==> src/rtl/data_mem_pkg.sv <==
// Shared constants and helpers for the RV32I data memory.
// Optional misalignment detection is enabled by defining DATA_MEM_MISALIGN_EN.
package data_mem_pkg;

  localparam int DEPTH_DEFAULT = 64;

  localparam logic [2:0] F3_B  = 3'b000;
  localparam logic [2:0] F3_H  = 3'b001;
  localparam logic [2:0] F3_W  = 3'b010;
  localparam logic [2:0] F3_BU = 3'b100;
  localparam logic [2:0] F3_HU = 3'b101;

  // Byte-lane write enables for a store; unsupported widths write nothing.
  function automatic logic [3:0] store_byte_en(input logic [2:0] funct3,
                                               input logic [1:0] lane);
    case (funct3)
      F3_B:    return 4'b0001 << lane;
      F3_H:    return lane[1] ? 4'b1100 : 4'b0011;
      F3_W:    return 4'b1111;
      default: return 4'b0000;
    endcase
  endfunction

endpackage

==> src/rtl/data_mem_load_align.sv <==
// Load-path lane selection and sign/zero extension for RV32I loads.
// Purely combinational; unsupported funct3 values produce zero.
module data_mem_load_align
  import data_mem_pkg::*;
(
  input  logic [31:0] word_i,
  input  logic [1:0]  lane_i,
  input  logic [2:0]  funct3_i,
  output logic [31:0] data_o
);

  logic [7:0]  byte_sel;
  logic [15:0] half_sel;

  always_comb begin
    byte_sel = word_i[{lane_i, 3'b000} +: 8];
    half_sel = lane_i[1] ? word_i[31:16] : word_i[15:0];
    data_o   = '0;
    case (funct3_i)
      F3_B:    data_o = {{24{byte_sel[7]}}, byte_sel};
      F3_H:    data_o = {{16{half_sel[15]}}, half_sel};
      F3_W:    data_o = word_i;
      F3_BU:   data_o = {24'b0, byte_sel};
      F3_HU:   data_o = {16'b0, half_sel};
      default: data_o = '0;
    endcase
  end

endmodule

==> src/rtl/data_mem.sv <==
// Byte-addressable RV32I data memory: combinational loads, clocked stores.
// Define DATA_MEM_MISALIGN_EN to add the misaligned output and suppress misaligned accesses.
module data_mem
  import data_mem_pkg::*;
#(
  parameter int DEPTH = DEPTH_DEFAULT,
  parameter int AW    = 32
) (
  input  logic          clk,
  input  logic          rst,
  input  logic          MemRead,
  input  logic          MemWrite,
  input  logic [2:0]    funct3,
  input  logic [AW-1:0] addr,
  input  logic [31:0]   data_in,
`ifdef DATA_MEM_MISALIGN_EN
  output logic          misaligned,
`endif
  output logic [31:0]   data_out
);

  localparam int IW = $clog2(DEPTH);

  logic [31:0]   mem_q [DEPTH];
  logic [IW-1:0] idx;
  logic [1:0]    lane;
  logic [31:0]   rd_word;
  logic [31:0]   load_val;
  logic [31:0]   wr_rep;
  logic [31:0]   word_d;
  logic [3:0]    byte_en;
  logic          mis_w;
  logic          unused_addr;

  // Upper address bits only select aliases of the same word.
  assign idx         = addr[IW+1:2];
  assign lane        = addr[1:0];
  assign unused_addr = ^addr[AW-1:IW+2];
  assign rd_word     = mem_q[idx];

`ifdef DATA_MEM_MISALIGN_EN
  assign mis_w = (MemRead | MemWrite) &
                 (((funct3[1:0] == 2'b01) & addr[0]) |
                  ((funct3[1:0] == 2'b10) & (addr[1:0] != 2'b00)));
  assign misaligned = rst & mis_w;
`else
  assign mis_w = 1'b0;
`endif

  data_mem_load_align u_load_align (
    .word_i   (rd_word),
    .lane_i   (lane),
    .funct3_i (funct3),
    .data_o   (load_val)
  );

  assign data_out = (rst && MemRead && !mis_w) ? load_val : 32'h0;

  // Replicate the store operand so every lane sees its own byte of data_in.
  always_comb begin
    byte_en = store_byte_en(funct3, lane);
    wr_rep  = data_in;
    case (funct3)
      F3_B:    wr_rep = {4{data_in[7:0]}};
      F3_H:    wr_rep = {2{data_in[15:0]}};
      default: wr_rep = data_in;
    endcase
  end

  generate
    for (genvar gi = 0; gi < 4; gi++) begin : g_lane
      assign word_d[8*gi +: 8] = byte_en[gi] ? wr_rep[8*gi +: 8] : rd_word[8*gi +: 8];
    end
  endgenerate

  always_ff @(posedge clk or negedge rst) begin
    if (!rst) begin
      for (int i = 0; i < DEPTH; i++) begin
        mem_q[i] <= '0;
      end
    end else if (MemWrite && (byte_en != 4'b0000) && !mis_w) begin
      mem_q[idx] <= word_d;
    end
  end

endmodule

==> config.mk <==
export PLATFORM = sky130hd
export DESIGN_NAME = data_mem
export DESIGN_NICKNAME = d
export VERILOG_FILES = /design/src/rtl/data_mem_pkg.sv /design/src/rtl/data_mem_load_align.sv /design/src/rtl/data_mem.sv
export SDC_FILE = /design/constraint.sdc
export NUM_CORES = 2
export LEC_CHECK = 0
export BUFFER_PORTS_ARGS = -buffer_cell sky130_fd_sc_hd__buf_2
export CORE_MARGIN = 2
export CORE_UTILIZATION = 63
export DETAILED_ROUTE_END_ITERATION = 8
export PLACE_DENSITY_LB_ADDON = 0.08
export SLEW_MARGIN = 15
export SYNTH_ARGS = -nofsm -noshare
export SYNTH_HDL_FRONTEND = slang
export SYNTH_HIERARCHICAL = 1
export SYNTH_SLANG_ARGS = --single-unit
==> constraint.sdc <==
create_clock -name clk -period 7.3 [get_ports clk]
set_input_delay 1.46 -clock clk [delete_from_list [all_inputs] [get_ports clk]]
set_output_delay 1.46 -clock clk [all_outputs]
set_load 0.01 [all_outputs]
==> out/metrics.csv <==
metric,value,unit
status,completed,
post-CTS sizing,0,
first-pass GRT wire length,491,mm
Setup Skew,0.0324,ns
maximum vdd drop,0.228,mV
PD cells,262,mW/mm²
power share of the combinational group,12.1,%
Post-synth EDFFs,0,
Worst Path Arrival,5.75,ns
remaining global-route overflow,0,
max FFs per register,2048,
Mean Syn Cell Area,9.60,µm²
Final Cell Area,0.102,mm²
Inst Count DP,11000,
most frequent cells in the layout,"dfrtp_1, nand2_1, o21ai_0",
largest net degree at the start of global routing,173,
Rows,140,
area of the multi-input gates,0.0371,mm²
hold_buf cts,0,
"Setup violations, final",0,
worst reg2reg path depth,11,
post-layout util,70.1,%
post-CTS setup buffers,0,
crit end category,primary output,
worst min-delay path class,reg2reg,
io pins,103,
max cap viols,0,
Cell variety after synth,83,
worst-margin pin slew,1.32,ns
internal cell power,19.4,mW
final WL,332,mm
vias,78100,
Post-DP HPWL,209,mm
placer's final routability congestion estimate,0.945,
synthesis-stage register bit count,2048,
synthesized area,0.0923,mm²
"Primary FF master, synth",dfrtp_1,
Worst setup SP type,input pin,
unrepaired setup endpoints after global routing,no,
clk_lat worst skew,0.85,ns
synthesis-to-finish area growth,10.5,%
Syn Nets,9681,
Biggest register,mem_q,
root buf cell,clkbuf_16,
register area,0.0512,mm²
fmax,0.139,GHz
first-pass iteration count of the detailed router,7,
Placeable Area,0.146,mm²
crit share post-route,98.8,%
clock share of power,40.2,%
layout cells sized above 1,12.6,%
hold path depth,2,
CTS Buffer Depth,3,
vias per cell,6.85,
Net Sw Frac,27.2,%
Die ar.,0.150,mm²
register area share after synthesis,55.5,%
Yosys warnings,6,
switching pwr,7.27,mW
drt first-iter violations,10500,
GR Util All Layers,44.2,%
crit path kind,in2out,
Setup TNS,0,ns
ys async rst share,100,%
fin. max-slew vios,0,
CTS tree,built,
"commonest non-fill, non-tap cell in the layout",dfrtp_1,
"Reg clk slew, reported paths",0.06,ns
clk sinks,2048,
area post-placement,0.0951,mm²
fillers,11000,
routed length per instance,29.1,µm
DRC viols,0,
number of global-route vias before repair,74400,
top flop regs,mem_q: 2048 flops,
ANT nets after route,0,
TritonCTS Buffers,204,
Post-Syn Instances,9610,
Layout Nets,9389,
Starting Density,63.4,%
IO Port Bufs,78,
Final Hold Fails,0,
Worst EP required,5.84,ns
P_leak,45.1,nW
H-tree levels,4,
Reg power frac,47.6,%
fin crit period,7.21,ns
chip height,387,µm
Die X,387,µm
initial antenna violation count,24,
Layout Cells excl Fill,11400,
Worst Hold Slack,0.473,ns
Slew headroom,11.6,%
Crit Path Max Fanout,33,
-- critical path, stage by stage --
cell and delay, ns:
buf_8 0.32, buf_12 0.26, buf_4 0.44, or3b_2 0.21, a21oi_1 0.06, a2111oi_0 0.67
buf_4 0.22, nor4bb_1 0.60, nand4_1 0.23, buf_4 0.25, mux2_2 0.29, a22oi_1 0.23
o21ai_0 0.13, and3_1 0.21, buf_2 0.13
-- Yosys cell counts (23+ instances only) --
master        n  area share (%)
dfrtp_1    2048              56
nand2_1    1745             7.1
o21ai_0    1602             8.7
nor2_1      726             3.0
clkbuf_1    645             2.6
a21oi_1     477             2.6
a221oi_1    306             2.9
a22oi_1     252             2.0
buf_2       194             1.1
mux2_2      152             1.9
a31oi_1     150             1.0
mux2i_1     130             1.4
nor3_1       86            0.47
o22ai_1      80            0.54
nand3_1      76            0.41
nand3b_1     63            0.51
and3_1       57            0.39
mux4_2       54             1.3
buf_4        53            0.43
buf_6        52            0.63
o221ai_1     45            0.43
o21ai_1      43            0.23
nor2b_1      38            0.26
a211oi_1     36            0.29
buf_1        36            0.15
a221o_1      32            0.35
o211ai_1     32            0.26
nand2b_1     30            0.20
and2_1       27            0.18
o2bb2ai_1    27            0.26
a222oi_1     25            0.27
nand4_1      23            0.16
-- power by group through the flow --
stage,clock network [mW],registers [mW],logic (mW)
finish,10.7,12.7,3.24
global route,11.2,12.8,3.48
CTS,10.7,12.7,3.15
detailed placement,0,12.9,3.13
global placement,0,12.9,3.05
floorplan,0,12.8,1.85
-- worst paths after layout --
| kind | start | to | slack, ns |
|---|---|---|---|
| setup / recovery | addr[2] | data_out[13] | 0.09 |
| min in group asynchronous | rst | mem_q[160]$_DFFE_PN0P_ | 0.54 |
| setup reg to reg | mem_q[173]$_DFFE_PN0P_ | mem_q[1581]$_DFFE_PN0P_ | 2.99 |
| max in group asynchronous | rst | mem_q[501]$_DFFE_PN0P_ | 4.53 |
| hold / removal | mem_q[1992]$_DFFE_PN0P_ | mem_q[1992]$_DFFE_PN0P_ | 0.47 |
| hold reg to reg | mem_q[1992]$_DFFE_PN0P_ | mem_q[1992]$_DFFE_PN0P_ | 0.47 |
-- through the flow --
| step | setup slack [ns] | power [mW] |
|---|---|---|
| CTS | 0.0755 | 26.6 |
| detailed placement | 0.0804 | 16.0 |
| global route | 0.137 | 27.5 |
| floorplan | 1.09 | 14.6 |
| global placement | 0.00260 | 15.9 |
| finish | 0.0886 | 26.7 |
-- kinds of logic (layout without fill, tap and decap cells) --
group	count (synthesis)	after routing	synth area share, %
multiplexers	342	342	4.68
AND/OR/NAND/NOR	2969	2969	13.5
other	0	11	0
flip-flops	2048	2048	55.5
AO/OA/AOI/OAI	3247	3247	21.3
buffers and inverters	1004	874	5.01
-- routing by layer --
metal	GRT usage [%]	up-vias	share of wire, %
met5	0	-	0.077
met4	23.1	30	6.1
met3	17.0	1113	15
met2	62.3	5213	42
met1	59.5	38300	37
li1	-	33400	-
-- cell type report --
type                    instances  area share (%)
multi-input cells            6558            36.3
clock inverters                50           0.644
diodes                         11          0.0270
well taps                    1917            2.35
flip-flops and latches       2048            50.2
inverters                       5          0.0307
repair buffers                501            4.36
clock buffers                 318            6.04
No activity file was read; power rests on OpenSTA's default activity.
